===== config.mk =====
export PLATFORM = sky130hd
export DESIGN_NAME = bill_pay_ctrl_gen2
export DESIGN_NICKNAME = d
export VERILOG_FILES = /design/src/rtl/bill_pay_pkg.sv /design/src/rtl/pay_accum.sv /design/src/rtl/bill_pay_ctrl_gen2.sv
export SDC_FILE = /design/constraint.sdc
export NUM_CORES = 1
export LEC_CHECK = 0
export CELL_PAD_IN_SITES_DETAIL_PLACEMENT = 1
export CELL_PAD_IN_SITES_GLOBAL_PLACEMENT = 2
export CORE_MARGIN = 3
export CORE_UTILIZATION = 25
export CTS_CLUSTER_SIZE = 10
export DETAILED_ROUTE_END_ITERATION = 7
export PLACE_DENSITY = 0.65
export SYNTH_ARGS = -nofsm -noshare
export SYNTH_HDL_FRONTEND = slang
export SYNTH_SLANG_ARGS = --single-unit

===== constraint.sdc =====
create_clock -name clk -period 7.7 [get_ports clk]
set_clock_uncertainty 0.15 [all_clocks]
set_input_delay 1.925 -clock clk [delete_from_list [all_inputs] [get_ports clk]]
set_output_delay 1.925 -clock clk [all_outputs]
set_load 0.01 [all_outputs]

===== src/rtl/bill_pay_pkg.sv =====
// Shared types and helpers for the bill payment controller.
// Holds the FSM state encoding, the channel slot numbers and the saturating adder.
package bill_pay_pkg;

  typedef enum logic [2:0] {
    ST_IDLE     = 3'd0,
    ST_LOCKED   = 3'd1,
    ST_AUTH     = 3'd2,
    ST_PAY_WAIT = 3'd3,
    ST_SETTLE   = 3'd4
  } state_t;

  localparam int CH_CARD    = 0;
  localparam int CH_DD      = 1;
  localparam int CH_CASH    = 2;
  localparam int CH_DIGITAL = 3;

  // Adds two amounts and clamps the result to the all-ones value of a w-bit field (w <= 32).
  function automatic logic [31:0] sat_add(input logic [31:0] a, input logic [31:0] b,
                                          input int unsigned w);
    logic [32:0] sum;
    logic [32:0] lim;
    sum = {1'b0, a} + {1'b0, b};
    lim = (33'd1 << w) - 33'd1;
    return (sum > lim) ? lim[31:0] : sum[31:0];
  endfunction

endpackage


===== src/rtl/pay_accum.sv =====
// Session payment accumulator: saturating running total, registered balance, settled flag.
// balance trails paid_total by one cycle; settled is derived directly from the running total.
module pay_accum
  import bill_pay_pkg::*;
#(
  parameter int AMT_W = 16
) (
  input  logic             clk,
  input  logic             reset,
  input  logic             clear,
  input  logic             add_en,
  input  logic [AMT_W-1:0] amount,
  input  logic [AMT_W-1:0] due,
  output logic [AMT_W-1:0] paid_total,
  output logic [AMT_W-1:0] balance,
  output logic             settled
);

  logic [AMT_W-1:0] r_paid;
  logic [AMT_W-1:0] r_balance;
  logic [AMT_W-1:0] w_paid_sum;

  assign w_paid_sum = AMT_W'(sat_add(32'(r_paid), 32'(amount), AMT_W));
  assign settled    = (r_paid >= due);

  always_ff @(posedge clk or posedge reset) begin
    if (reset) begin
      r_paid    <= '0;
      r_balance <= '0;
    end else begin
      if (clear) begin
        r_paid <= '0;
      end else if (add_en) begin
        r_paid <= w_paid_sum;
      end
      r_balance <= settled ? '0 : (due - r_paid);
    end
  end

  assign paid_total = r_paid;
  assign balance    = r_balance;

endmodule


===== src/rtl/bill_pay_ctrl_gen2.sv =====
// Kiosk bill payment controller: login with lockout, multi-channel payment intake,
// settlement against the latched due amount and supply relay enable.
module bill_pay_ctrl_gen2
  import bill_pay_pkg::*;
#(
  parameter int AMT_W       = 16,
  parameter int NUM_CH      = 4,
  parameter int MAX_TRIES   = 3,
  parameter int TIMEOUT_CYC = 1000,
  parameter int LOCK_CYC    = 5000
) (
  input  logic              clk,
  input  logic              reset,
  input  logic              login_req,
  input  logic              cred_ok,
  input  logic [AMT_W-1:0]  due_amount,
  input  logic [NUM_CH-1:0] ch_present,
  input  logic [AMT_W-1:0]  ch_amount,
  input  logic              micr_valid,
  input  logic              done_req,
  output logic              authorized,
  output logic              locked,
  output logic [NUM_CH-1:0] ch_active,
  output logic              pay_ack,
  output logic              pay_rej,
  output logic [AMT_W-1:0]  paid_total,
  output logic [AMT_W-1:0]  balance,
  output logic              supply_en
);

  localparam int TRY_W  = ($clog2(MAX_TRIES + 1) > 0) ? $clog2(MAX_TRIES + 1) : 1;
  localparam int LOCK_W = ($clog2(LOCK_CYC) > 0) ? $clog2(LOCK_CYC) : 1;
  localparam int TO_W   = ($clog2(TIMEOUT_CYC) > 0) ? $clog2(TIMEOUT_CYC) : 1;

  state_t            r_state, w_state_next;
  logic [TRY_W-1:0]  r_tries, w_tries_next;
  logic [LOCK_W-1:0] r_lock_cnt, w_lock_cnt_next;
  logic [TO_W-1:0]   r_idle_cnt, w_idle_cnt_next;
  logic              r_done_pend, w_done_pend_next;
  logic [AMT_W-1:0]  r_due, w_due_next;
  logic              r_pay_ack, w_pay_ack_next;
  logic              r_pay_rej, w_pay_rej_next;
  logic [NUM_CH-1:0] r_ch_active, w_ch_active_next;
  logic              r_supply_en, w_supply_en_next;

  logic w_accum_clear;
  logic w_add_en;
  logic w_settled;
  logic w_dd_sel;
  logic w_onehot;
  logic w_pay_valid;
  logic w_pay_bad;
  logic w_activity;
  logic w_timeout;

  generate
    if (NUM_CH > CH_DD) begin : g_dd
      assign w_dd_sel = ch_present[CH_DD];
    end else begin : g_no_dd
      assign w_dd_sel = 1'b0;
    end
  endgenerate

  assign w_onehot    = (ch_present != '0) && ((ch_present & (ch_present - 1'b1)) == '0);
  assign w_pay_valid = w_onehot && !(w_dd_sel && !micr_valid) && (ch_amount != '0);
  assign w_pay_bad   = (ch_present != '0) && !w_pay_valid;
  assign w_activity  = login_req || done_req || (ch_present != '0);
  assign w_timeout   = !w_activity && (r_idle_cnt == TO_W'(TIMEOUT_CYC - 1));

  always_ff @(posedge clk or posedge reset) begin
    if (reset) begin
      r_state     <= ST_IDLE;
      r_tries     <= '0;
      r_lock_cnt  <= '0;
      r_idle_cnt  <= '0;
      r_done_pend <= 1'b0;
      r_due       <= '0;
      r_pay_ack   <= 1'b0;
      r_pay_rej   <= 1'b0;
      r_ch_active <= '0;
      r_supply_en <= 1'b1;
    end else begin
      r_state     <= w_state_next;
      r_tries     <= w_tries_next;
      r_lock_cnt  <= w_lock_cnt_next;
      r_idle_cnt  <= w_idle_cnt_next;
      r_done_pend <= w_done_pend_next;
      r_due       <= w_due_next;
      r_pay_ack   <= w_pay_ack_next;
      r_pay_rej   <= w_pay_rej_next;
      r_ch_active <= w_ch_active_next;
      r_supply_en <= w_supply_en_next;
    end
  end

  always_comb begin
    w_state_next     = r_state;
    w_tries_next     = r_tries;
    w_lock_cnt_next  = '0;
    w_idle_cnt_next  = '0;
    w_done_pend_next = 1'b0;
    w_due_next       = r_due;
    w_pay_ack_next   = 1'b0;
    w_pay_rej_next   = 1'b0;
    w_ch_active_next = '0;
    w_supply_en_next = r_supply_en;
    w_accum_clear    = 1'b0;
    w_add_en         = 1'b0;

    case (r_state)
      ST_IDLE: begin
        if (login_req) begin
          if (cred_ok) begin
            w_state_next  = ST_AUTH;
            w_due_next    = due_amount;
            w_accum_clear = 1'b1;
            w_tries_next  = '0;
          end else if (r_tries == TRY_W'(MAX_TRIES - 1)) begin
            w_state_next = ST_LOCKED;
            w_tries_next = '0;
          end else begin
            w_tries_next = r_tries + 1'b1;
          end
        end
      end

      ST_LOCKED: begin
        if (r_lock_cnt == LOCK_W'(LOCK_CYC - 1)) begin
          w_state_next = ST_IDLE;
        end else begin
          w_lock_cnt_next = r_lock_cnt + 1'b1;
        end
      end

      ST_AUTH: begin
        w_state_next = w_settled ? ST_SETTLE : ST_PAY_WAIT;
      end

      ST_PAY_WAIT: begin
        // A payment arriving with done/timeout is booked first; the session closes next cycle.
        if (r_done_pend) begin
          w_state_next     = ST_IDLE;
          w_supply_en_next = w_settled;
        end else if (w_settled) begin
          w_state_next = ST_SETTLE;
        end else begin
          w_idle_cnt_next = w_activity ? '0 : (r_idle_cnt + 1'b1);
          if (w_pay_valid) begin
            w_pay_ack_next   = 1'b1;
            w_ch_active_next = ch_present;
            w_add_en         = 1'b1;
            w_done_pend_next = done_req;
          end else begin
            w_pay_rej_next = w_pay_bad;
            if (done_req || w_timeout) begin
              w_state_next     = ST_IDLE;
              w_supply_en_next = w_settled;
            end
          end
        end
      end

      ST_SETTLE: begin
        w_state_next = ST_IDLE;
        if (w_settled) begin
          w_supply_en_next = 1'b1;
        end
      end

      default: begin
        w_state_next = ST_IDLE;
      end
    endcase
  end

  pay_accum #(
    .AMT_W(AMT_W)
  ) u_pay_accum (
    .clk        (clk),
    .reset      (reset),
    .clear      (w_accum_clear),
    .add_en     (w_add_en),
    .amount     (ch_amount),
    .due        (r_due),
    .paid_total (paid_total),
    .balance    (balance),
    .settled    (w_settled)
  );

  assign authorized = (r_state == ST_AUTH) || (r_state == ST_PAY_WAIT) || (r_state == ST_SETTLE);
  assign locked     = (r_state == ST_LOCKED);
  assign ch_active  = r_ch_active;
  assign pay_ack    = r_pay_ack;
  assign pay_rej    = r_pay_rej;
  assign supply_en  = r_supply_en;

endmodule


==> results by stage, run 1 <==
Finish:
- Leaving out filler cells and counting taps, the final layout contains 921.
- At the end of the flow, the number of nets in the layout was 729.
- Fill cells in the final layout number 2,283.
- The library cell used most frequently in the layout, excluding fill and tap cells, is sky130_fd_sc_hd__dfrtp_1.
- In the final layout, the share of cells above drive strength 1 is 0.0366.
- At the end of the flow the core is filled with cells to 0.328.
- The area added between synthesis and finish is 27.5%.
- The number of diodes added for antenna fixing is 0.
- The top cell types in the final layout, fill and taps aside, are sky130_fd_sc_hd__dfrtp_1 (83), sky130_fd_sc_hd__clkdlybuf4s50_1 (82), sky130_fd_sc_hd__nand2_1 (76), sky130_fd_sc_hd__nor2_1 (59), sky130_fd_sc_hd__a21oi_1 (36).

Yosys:
- The number of warning messages in the yosys log is 0.
- Ranked by total cell area, the synthesized netlist is headed by sky130_fd_sc_hd__dfrtp_1 (41%), sky130_fd_sc_hd__ha_1 (8.4%), sky130_fd_sc_hd__nand2_1 (5.6%), sky130_fd_sc_hd__nor2_1 (4.4%), sky130_fd_sc_hd__a21oi_1 (3.6%).
- The post-synthesis sequential area ratio is 0.415.
- The number of synthesized flops with an enable pin is 0.
- In this run the mean area of a mapped cell was 8.87 sq um.
- Counting every net in the synthesized netlist gives 650.
- Counting flops with an async set or reset pin after synthesis yields a share of 1.00.
- The post-synthesis instance area is 0.00507 sq mm.
- The instance count of the mapped netlist is 572.
- The synthesized design spends more area on one cell type than any other, namely sky130_fd_sc_hd__dfrtp_1.
- The number of storage elements in the synthesis netlist is 84.
- The most common flop cell mapped by yosys is sky130_fd_sc_hd__dfrtp_1.
- The number of distinct library cell variants in the gate-level netlist after synthesis is 55.
- The share of Yosys cell area claimed by the top area cell type is 0.410.

Clocking:
- Counting along the longest clock path gives a buffer depth of 2.
- CTS built an H-tree with a depth of 3.
- The count of cells resized by post-cts repair is 0.
- The number of hold buffers added after CTS was 0.
- The library cell used as clock root buffer is sky130_fd_sc_hd__clkbuf_16.
- The clock net in this run drives a total of 84 sinks.
- The number of buffers inserted during clock tree synthesis is 9.
- The number of buffers inserted to repair setup after CTS is 0.
- The clock input transition at the sequential cells of the worst setup and hold paths is 0.06 ns.
- For the worst-skew pair, the clock arrives at the later sink with an insertion delay of 0.34 ns.
- TritonCTS built the clock tree.

STA:
- The worst max-slew margin expressed relative to the limit is 0.234.
- Setup violations remaining at the end of the flow were counted as 0.
- For the pin with the worst max-slew slack, the measured transition is 1.15 ns.
- The clock period could shrink to 4.73 ns.
- Hold timing on the final database bottoms out at a slack of 0.328 ns.
- Setup repair after global routing left no endpoint under its margin.
- The number of failing hold endpoints at the final stage came to 0.
- The worst path meets setup with 2.97 ns of slack.
- In the finished design, the share of the clock period the worst path needs comes to 0.614.
- Summed over all failing endpoints, the final setup total negative slack is 0 ns.
- The number of max-slew violations in the final report is 0.
- The peak clock frequency supported by timing is 211 MHz.

Critical path:
- Of all nets on the critical path, the largest fanout is 11.
- The cell count of the worst reg-to-reg path is 8.
- STA classifies the critical path startpoint as an input pin.
- The slowest stage cell on the critical path is sky130_fd_sc_hd__clkdlybuf4s50_1.
- The endpoint type of the worst setup path is a register.
- The critical path is of the in -> reg type.
- In this design, the critical path's most frequently occurring cell is sky130_fd_sc_hd__inv_1.
- Across all register-to-register paths, the minimum setup slack is 4.52 ns.
- Walking the worst path, the cells encountered are clkdlybuf4s50_1 > ha_1 > inv_1 > fa_1 > nand2b_1 > a21o_1 > a31o_2 > a21oi_1 > inv_1 > a311oi_1.
- The arrival time of data at the critical path endpoint is 4.81 ns.
- The delay of the slowest critical-path stage is 0.50 ns.
- In this run the critical register-to-register path is captured at r_idle_cnt[6].
- The worst register-to-register path begins at u_pay_accum.paid_total[11].
- The worst endpoint required time is 7.78 ns.

Die:
- The core box area is 0.0197 sq mm.
- In this run the horizontal extent of the chip is 148 um.
- The die is 148 um tall.
- The effective utilization at floorplan is 0.257.
- The floorplan has 51 rows.
- Pin placement for this block handled 83 I/O pins.
- The die covers 0.0220 sq mm.

Placed design:
- The post-placement setup slack is 2.58 ns.
- Counting tap cells, the placed design contains a total of 905 instances.
- The HPWL after detailed placement is 11.6 mm.
- The count of buffers added on input and output ports is 82.
- The congestion estimate from routability-driven global placement came to 0.848.

Route:
- The number of DRC violations after detailed routing is 0.
- The routed wire length is 14.7 mm.
- Dividing the detail-routed via count by the number of cells gives 4.76.
- Across all layers, the routed design uses 4,387 vias.
- The number of iterations in the first detailed-routing pass is 4.
- The detailed router's first-iteration violation count is 135.
- The detailed-route wire length per cell is 16.0 um.
- The post-detailed-route count of antenna-violating nets is 0.

Hold path:
- The number of cells on the worst hold path is 1.
- The worst min-delay path category is reg -> reg.
- The launch point of the worst hold path is r_lock_cnt[0].
- The terminating pin of the worst hold path is r_lock_cnt[0].

Global route:
- For this run the aggregate overflow at the end of global routing stands at 0.
- The total global routing track utilization is 0.139.
- The number of global-route vias before repair was 4,819.
- The number of antenna violations at the first check in global routing is 0.
- Entering global routing, the biggest net connects 85 pins.
- The first global-routing pass estimated 24.7 mm of wire.

Flow run:
- The tool flagged a number of max-cap violations equal to 0.

Power:
- IR analysis of the VDD net gives a maximum drop of 0.000135 V.
- The leakage power of the design is 0.00274 uW.
- The power density over the cells is 384 mW/mm^2.

Run status:
- The flow ran to the end, and the final reports show no timing, DRC or antenna violations.
-- state kept, by name, summed over array words and instances (netlist names), 2 cells and up --
| name | cells |
|---|---|
| r_due | 16 |
| r_tries | 2 |
| ch_active | 4 |
| u_pay_accum.balance | 16 |
| r_state | 3 |
| u_pay_accum.paid_total | 16 |
| r_lock_cnt | 13 |
| r_idle_cnt | 10 |
-- worst max-delay path: cells and delay by family --
| kind | cells | cell delay [ns] |
|---|---|---|
| compound gates | 4 | 1.21 |
| simple gates | 1 | 0.18 |
| fa+ha+maj | 2 | 0.60 |
| buf+inv | 3 | 0.87 |
-- through the flow --
step | area, sq um | total power (uW)
after detailed placement | 6170 | 2080
after floorplan | 5070 | 1600
after global routing | 6470 | 2740
final | 6470 | 2480
after global placement | 6170 | 2050
after CTS | 6470 | 2540
-- cells in the mapped netlist (10+ instances only) --
master and number:
sky130_fd_sc_hd__nor4_1 10, sky130_fd_sc_hd__dfrtp_1 83, sky130_fd_sc_hd__inv_1 33, sky130_fd_sc_hd__a21oi_1 36, sky130_fd_sc_hd__nor2_1 59, sky130_fd_sc_hd__clkbuf_1 13, sky130_fd_sc_hd__a211oi_1 13, sky130_fd_sc_hd__and3_1 11
sky130_fd_sc_hd__xor2_1 18, sky130_fd_sc_hd__o21ai_0 30, sky130_fd_sc_hd__ha_1 34, sky130_fd_sc_hd__nand3_1 18, sky130_fd_sc_hd__nand2_1 76, sky130_fd_sc_hd__nor3_1 12, sky130_fd_sc_hd__xnor2_1 18
-- worst max path at each step --
stage          slack [ns]  cells after the start          from                         to
2_1_floorplan        3.46                      1         reset               ch_active[0]
3_3_place_gp         2.73                     10  ch_amount[0]  u_pay_accum.paid_total[7]
3_5_place_dp         2.58                     10  ch_amount[0]  u_pay_accum.paid_total[6]
4_1_cts              2.93                     10  ch_amount[0]  u_pay_accum.paid_total[6]
5_1_grt              2.76                     10  ch_amount[0]  u_pay_accum.paid_total[2]
6_report             2.97                     10  ch_amount[0]  u_pay_accum.paid_total[6]
-- kinds of logic after synthesis --
kind of cell               count (synthesis)  synth area share
adders and majority gates                 36            0.0918
buffers and inverters                     50            0.0390
xor gates and xnor gates                  36            0.0622
AOI/OAI and AO/OA                        132             0.171
DFF                                       84             0.415
and+or+nand+nor                          232             0.217
muxes                                      2           0.00419
-- layer usage --
layer,up-vias,GRT usage,share of wire
li1,2176,-,-
met1,2130,0.183,0.47
met2,65,0.235,0.48
met3,16,0.0241,0.035
met4,0,0.0406,0.014
met5,-,0,0
-- power by group --
group	leakage (uW)	switching (uW)	internal, uW
sequential	0.00111	97.5	573
combinational	0.00148	791	585
clock	0.000144	166	270
total	0.00274	1050	1430
-- cell type report --
| type | count | area (sq um) | area share |
|---|---|---|---|
| well taps | 265 | 332 | 0.0513 |
| repair buffers | 84 | 836 | 0.129 |
| multi-input cells | 438 | 2770 | 0.428 |
| inverters | 34 | 129 | 0.0199 |
| clock buffers | 15 | 268 | 0.0414 |
| clock inverters | 1 | 30.0 | 0.00464 |
| flip-flops and latches | 84 | 2100 | 0.325 |
(Power assumes the default switching activity.)
==> run 2: changes to the inputs <==
- clock period: 7.7 -> 4.9 ns (I/O delays scaled with it)
==> run 2 against run 1 <==
Effect of this change: wire length is 1.7% higher; critical endpoint is now u_pay_accum.paid_total[1]; highest routed layer unchanged; via count is 1.5% higher; register-to-register slack worse by 2.8 ns; worst hold slack better by 0.0023 ns; sequential share of layout area is 0.32 points lower; critical path depth is 1 higher; sequential cell count stayed put; combinational power is 57% higher; final cell count is 0.33% higher.
==> results by stage, run 2 (synthesis results as in run 1) <==
Run status:
- The flow ran to the end, and the final reports show no timing, DRC or antenna violations.

Route:
- The number of vias after detailed routing is 4,452.
- The routed wire length is 15.0 mm.
- Dividing the detail-routed via count by the number of cells gives 4.82.
- The number of DRC violations after detailed routing is 0.
- The first routing iteration left 190 violations.
- The number of iterations in the first detailed-routing pass is 4.
- The detail route stage leaves a number of antenna-violating nets equal to 0.
- The detailed-route wire length per cell is 16.2 um.

Critical path:
- In this run the worst path has a maximum fanout of 11.
- For the worst setup path, the data required time is 4.99 ns.
- The endpoint type of the worst setup path is a register.
- The arrival time of data at the critical path endpoint is 3.84 ns.
- The kind of start point of the critical path is an input pin.
- The critical path class is in -> reg.

Clocking:
- TritonCTS built the clock tree.
- The maximum number of buffers from clock root to sink is 2.
- The library cell used as clock root buffer is sky130_fd_sc_hd__clkbuf_16.
- Buffers added to address setup during post-CTS repair amount to 0.
- CTS built an H-tree with a depth of 3.
- The clock insertion delay at the later pin of the skew report is 0.35 ns.
- Clock-pin slew was measured on the worst setup and hold paths at 0.07 ns.
- Gates resized during post-CTS repair numbered 0.
- The number of buffers inserted during clock tree synthesis is 9.
- In this run, post-CTS hold repair placed 0 buffers.
- The count of clock tree sinks is 84.

Global route:
- The global-route congestion overflow total is 0.
- The number of global-route vias before repair came to 4,850.
- The largest net degree at the start of global routing is 52.
- The total global routing track utilization is 0.141.
- The number of antenna violations at the first check in global routing is 0.
- The first-pass GRT wire length is 25.1 mm.

Placed design:
- OpenSTA, run right after detailed placement, puts the worst setup slack at 0.780 ns.
- The HPWL after detailed placement is 11.8 mm.
- The count of input and output buffers is 82.
- At the end of routability-driven placement, the weighted congestion stood at 0.892.
- In this run the cell area measured after placement is 0.00619 sq mm.
- Counting tap cells, the placed design contains a total of 908 instances.

STA:
- The worst setup margin is 1.15 ns.
- The worst pin sits at a relative slew slack of 0.382.
- The post-route clock period utilization is 0.765.
- The peak clock frequency supported by timing is 267 MHz.
- The number of failing hold endpoints at the final stage is 0.
- Setup repair after global routing left no endpoint under its margin.
- The clock period minus worst slack is 3.75 ns.
- The number of max-slew violations in the final report is 0.
- The actual slew at the worst max-slew pin is 0.926 ns.
- Setup violations remaining at the end of the flow were counted as 0.
- The accumulated negative setup slack is 0 ns.

Finish:
- After routing the design area is 0.00653 sq mm.
- The number of diodes added for antenna fixing is 0.
- The register cell area after layout is 0.00210 sq mm.
- The area added between synthesis and finish is 28.8%.
- Summing all multi-input logic gate instances after layout gives 0.00277 sq mm.
- The layout filler cell count is 2,268.
- The most common cell after layout, fill and taps aside is sky130_fd_sc_hd__dfrtp_1.
- In the layout the commonest cells are sky130_fd_sc_hd__dfrtp_1 (83), sky130_fd_sc_hd__clkdlybuf4s50_1 (82), sky130_fd_sc_hd__nand2_1 (76), sky130_fd_sc_hd__nor2_1 (59), sky130_fd_sc_hd__a21oi_1 (36).
- In the final layout, the share of cells above drive strength 1 is 0.0470.
- After the flow finishes, the layout carries non-filler instances totaling 924.
- The count of nets after finishing is 732.

Die:
- The chip width is 148 um.
- The floorplan step defined a die boundary enclosing 0.0220 sq mm.
- For this design the top-level I/O count stands at 83.
- After floorplanning, the core was sized to cover 0.0197 sq mm.
- The chip height is 148 um.
- The initial utilization of the core area, before any placement, comes to 0.257.
- The initialized floorplan defines 51 standard-cell rows.

Flow run:
- Across the run, the number of max-cap violations was 0.

Hold path:
- The worst min-delay path category is reg -> reg.

Power:
- The leakage power of the design is 0.00277 uW.
- The maximum resistive drop on vdd is 0.000241 V.
- The design draws 4010 uW.
- The power density over the cells is 613 mW/mm^2.
-- run 2: cell types whose count changed in the layout (fill, tap and decap cells not counted), sizes merged --
cell      before  now
buf            2    5
bufinv         1    3
clkinvlp       0    2
clkbuf        15    9
clkinv         1    3
-- run 2: routing by layer --
| metal | part of all wire | global-route usage | vias to the layer above | routed length [um] |
|---|---|---|---|---|
| li1 | - | - | 2185 | - |
| met1 | 0.47 | 0.183 | 2178 | 7030 |
| met2 | 0.48 | 0.240 | 73 | 7180 |
| met3 | 0.034 | 0.0192 | 16 | 505 |
| met4 | 0.019 | 0.0550 | 0 | 278 |
| met5 | 0 | 0 | - | 0 |
-- run 2: final cells by class --
type | instances | share of cell area
sequential | 84 | 0.322
clock inverter | 7 | 0.0176
tap | 265 | 0.0508
timing repair buffer | 87 | 0.131
clock buffer | 9 | 0.0345
multi-input combinational | 438 | 0.424
inverter | 34 | 0.0197
-- run 2: critical path, stage by stage --
cell and delay [ns]:
sky130_fd_sc_hd__clkdlybuf4s50_1 0.49, sky130_fd_sc_hd__ha_1 0.20, sky130_fd_sc_hd__inv_1 0.07, sky130_fd_sc_hd__fa_1 0.39, sky130_fd_sc_hd__nand2b_1 0.18, sky130_fd_sc_hd__a21o_1 0.17, sky130_fd_sc_hd__a31o_2 0.27, sky130_fd_sc_hd__a21oi_1 0.15
sky130_fd_sc_hd__buf_4 0.16, sky130_fd_sc_hd__inv_1 0.17, sky130_fd_sc_hd__a311oi_1 0.36
-- run 2: worst paths after layout --
path / start / endpoint / slack, ns / cells past startpoint
max in group asynchronous: reset / u_pay_accum.paid_total[15] / 2.59 / 3
min in group asynchronous: reset / r_lock_cnt[2] / 1.24 / 2
setup reg to reg: u_pay_accum.paid_total[13] / r_idle_cnt[8] / 1.67 / 8
setup / recovery: ch_amount[0] / u_pay_accum.paid_total[1] / 1.15 / 11
hold / removal: r_due[8] / r_due[8] / 0.33 / 2
hold reg to reg: r_due[8] / r_due[8] / 0.33 / 2
-- run 2: per-stage QoR --
step	hold slack [ns]	util
6_report	0.330	0.331
3_5_place_dp	0.319	0.314
4_1_cts	0.336	0.331
3_3_place_gp	0.299	0.314
5_1_grt	0.355	0.331
2_1_floorplan	0.283	-
-- run 2: power breakdown --
part           internal [uW]  switching (uW)  total [uW]
combinational            925            1250        2170
clock                    496             288         784
sequential               899             150        1050
total                   2320            1690        4010
==> run 3: changes to the inputs <==
- PLACE_DENSITY: 0.65 -> 0.68
- clock period: 4.9 -> 3.27 ns (I/O delays scaled with it)
==> run 3 against run 2 <==
Effect of this change: final area is 9.2% higher; worst setup slack worse by 1.1 ns; highest routed layer unchanged; sequential share of layout area is 2.7 points lower; combinational power up 77%; critical path type unchanged.
==> results by stage, run 3 (synthesis results as in run 1) <==
Run status:
- The run finished with clean final reports.

Route:
- For this run, design rule violations remaining after detail routing come to 0.
- The pre-antenna-repair detailed-routing pass consisted of 4 iterations.
- After detailed routing, the average wire length per cell comes to 15.7 um.
- The final layout contains routed wiring with a total length of 15.7 mm.
- After detailed routing, the number of vias per cell comes to 4.71.
- The number of vias after detailed routing is 4,690.
- Once detail routing completed, the nets flagged for antenna violations numbered 0.
- The detailed router's first-iteration violation count is 122.

Die:
- The die is 148 um wide.
- The die area is 0.0220 sq mm.
- The floorplan has 51 rows.
- In this run the vertical extent of the chip is 148 um.
- The effective utilization at floorplan is 0.257.
- In this run the count of I/O pins placed on the die edge is 83.
- The core region is 0.0197 sq mm.

Finish:
- In the layout the commonest cells are sky130_fd_sc_hd__dfrtp_1 (83), sky130_fd_sc_hd__clkdlybuf4s50_1 (82), sky130_fd_sc_hd__nand2_1 (76), sky130_fd_sc_hd__buf_4 (70), sky130_fd_sc_hd__nor2_1 (59).
- The layout filler cell count is 2,274.
- The repair_antennas step left the layout with diodes totalling 0.
- Summing all multi-input logic gate instances after layout gives 0.00284 sq mm.
- The final instance count without filler cells is 996.
- The library cell used most frequently in the layout, excluding fill and tap cells, is sky130_fd_sc_hd__dfrtp_1.
- The register cell area after layout is 0.00210 sq mm.
- The fraction of final layout cells sized beyond drive strength 1 is 0.149.
- The count of nets after finishing is 804.
- From synthesis to final layout, the design area changed by 40.7%.

Global route:
- The number of antenna violations at the first check in global routing was 0.
- The total global routing track utilization is 0.147.
- The first global-routing pass estimated 26.0 mm of wire.
- The number of global-route vias before repair is 5,169.
- The largest net degree at the start of global routing is 35.
- The global-route congestion overflow total is 0.

Critical path:
- The slowest stage cell on the critical path is sky130_fd_sc_hd__clkdlybuf4s50_1.
- In this design, the stage delay of the slowest critical-path cell is 0.52 ns.
- The critical path goes through clkdlybuf4s50_1 > buf_4 > ha_1 > inv_1 > fa_1 > nand2b_4 > a21o_1 > a31o_4 > a21oi_4 > buf_6 > nor4b_2 > a211oi_1.
- Data on the critical path is required at its endpoint by 3.37 ns.
- The worst setup path is captured at a register.
- The cell family contributing the most delay on the critical path is compound AO/OA/AOI/OAI gates.
- The worst setup path is launched from an input pin.
- The worst setup path is of the in -> reg kind.
- The number of buffers and inverters on the critical path is 4.
- The biggest fanout along the worst timing path is 5.
- The arrival time of data at the critical path endpoint is 3.28 ns.

Power:
- The final total power is 6330 uW.
- In this run the power density over the cells is 887 mW/mm^2.
- The part of the total power dissipated in sequential elements is 0.239.
- The share of total power dissipated in the clock network is 0.152.
- The maximum resistive drop on vdd is 0.000364 V.
- The switching power is 2680 uW.
- The combinational group share of total power is 0.609.
- The switching fraction of total power is 0.424.
- The internal power of the cells totals 3650 uW.
- The analysis attributes to cell leakage a power of 0.00312 uW.

STA:
- Timing would allow up to 315 MHz.
- The routed design could run at a clock period as short as 3.17 ns.
- The post-route clock period utilization is 0.970.
- The number of endpoints failing setup at the final stage is 0.
- The accumulated negative setup slack is 0 ns.
- The number of failing hold endpoints at the final stage was 0.
- The number of max-slew violations in the final report is 0.
- The tightest hold margin is 0.322 ns.
- The worst max-slew margin expressed relative to the limit is 0.533.
- The actual slew at the worst max-slew pin is 0.700 ns.
- Once routing completed, OpenROAD measured the worst setup slack at 0.0978 ns.

Clocking:
- The clock passes through at most 2 buffers.
- The library cell used as clock root buffer is sky130_fd_sc_hd__clkbuf_16.
- CTS saw 84 sinks.
- Buffers inserted during clock tree synthesis total 9.
- The clock input transition at the sequential cells of the worst setup and hold paths is 0.06 ns.
- The clock insertion delay at the later pin of the skew report is 0.35 ns.
- TritonCTS built the clock tree.
- CTS built an H-tree with a depth of 3.

Hold path:
- The path class of the tightest hold or removal check is reg -> reg.

Placed design:
- Detailed placement finished with a half-perimeter wire length of 12.4 mm.
- At the placement stage, the worst setup path has a slack of -0.669 ns.
- Once placement completed, the tool counted placed cells totaling 977.
- The final weighted congestion in routability-driven placement is 0.797.
- The count of buffers added on input and output ports is 82.

Flow run:
- The tool flagged a number of max-cap violations equal to 0.
[run 3: cell count changes in the layout (fill, tap and decap cells not counted), moves of 2 or more]
cell	previous run	this run
sky130_fd_sc_hd__buf_4	5	70
sky130_fd_sc_hd__buf_12	0	5
sky130_fd_sc_hd__bufinv_16	3	0
sky130_fd_sc_hd__inv_6	0	2
[run 3: stage by stage]
| step | instance area (sq um) | util |
|---|---|---|
| final | 7130 | 0.362 |
| after global routing | 7130 | 0.362 |
| after CTS | 7080 | 0.359 |
| after detailed placement | 6750 | 0.342 |
| after global placement | 6750 | 0.342 |
| after floorplan | 5070 | - |
[run 3: path summary, 6_finish.rpt]
kind | startpoint | endpoint | slack (ns) | cells after the start
worst max register to register | u_pay_accum.paid_total[13] | r_idle_cnt[9] | 0.34 | 9
worst max-delay path | ch_amount[0] | u_pay_accum.paid_total[14] | 0.1 | 12
min in group asynchronous | reset | ch_active[1] | 0.69 | 2
worst min register to register | r_lock_cnt[0] | r_lock_cnt[0] | 0.32 | 1
worst min-delay path | r_lock_cnt[0] | r_lock_cnt[0] | 0.32 | 1
max in group asynchronous | reset | r_due[15] | 1.63 | 3
[run 3: what timing repair did]
action,CTS,global route
hold buffers,0,0
cloned,1,0
endpoints found under the setup margin,21,27
pin swaps,5,2
gates resized for setup,6,5
buffers inserted,1,1
endpoints found under the hold margin,0,0
[run 3: layout make-up]
cell class | count | area share
clock buffers | 9 | 0.0316
clock inverters | 7 | 0.00702
inverters | 34 | 0.0181
multi-input cells | 439 | 0.398
flip-flops and latches | 84 | 0.295
well taps | 265 | 0.0465
repair buffers | 158 | 0.204
[run 3: power by group through the flow]
stage	Combinational [uW]	Sequential (uW)	Clock (uW)
detailed placement	3800	1540	0
CTS	3870	1520	992
finish	3850	1510	963
global placement	3720	1530	0
global route	4300	1560	1040
floorplan	2170	1590	0
[run 3: layer usage]
metal | global-route usage | share of wire | vias to the layer above
met5 | 0 | 0 | -
met4 | 0.0522 | 0.017 | 0
met3 | 0.0192 | 0.028 | 14
met2 | 0.255 | 0.49 | 69
met1 | 0.189 | 0.46 | 2278
li1 | - | - | 2329
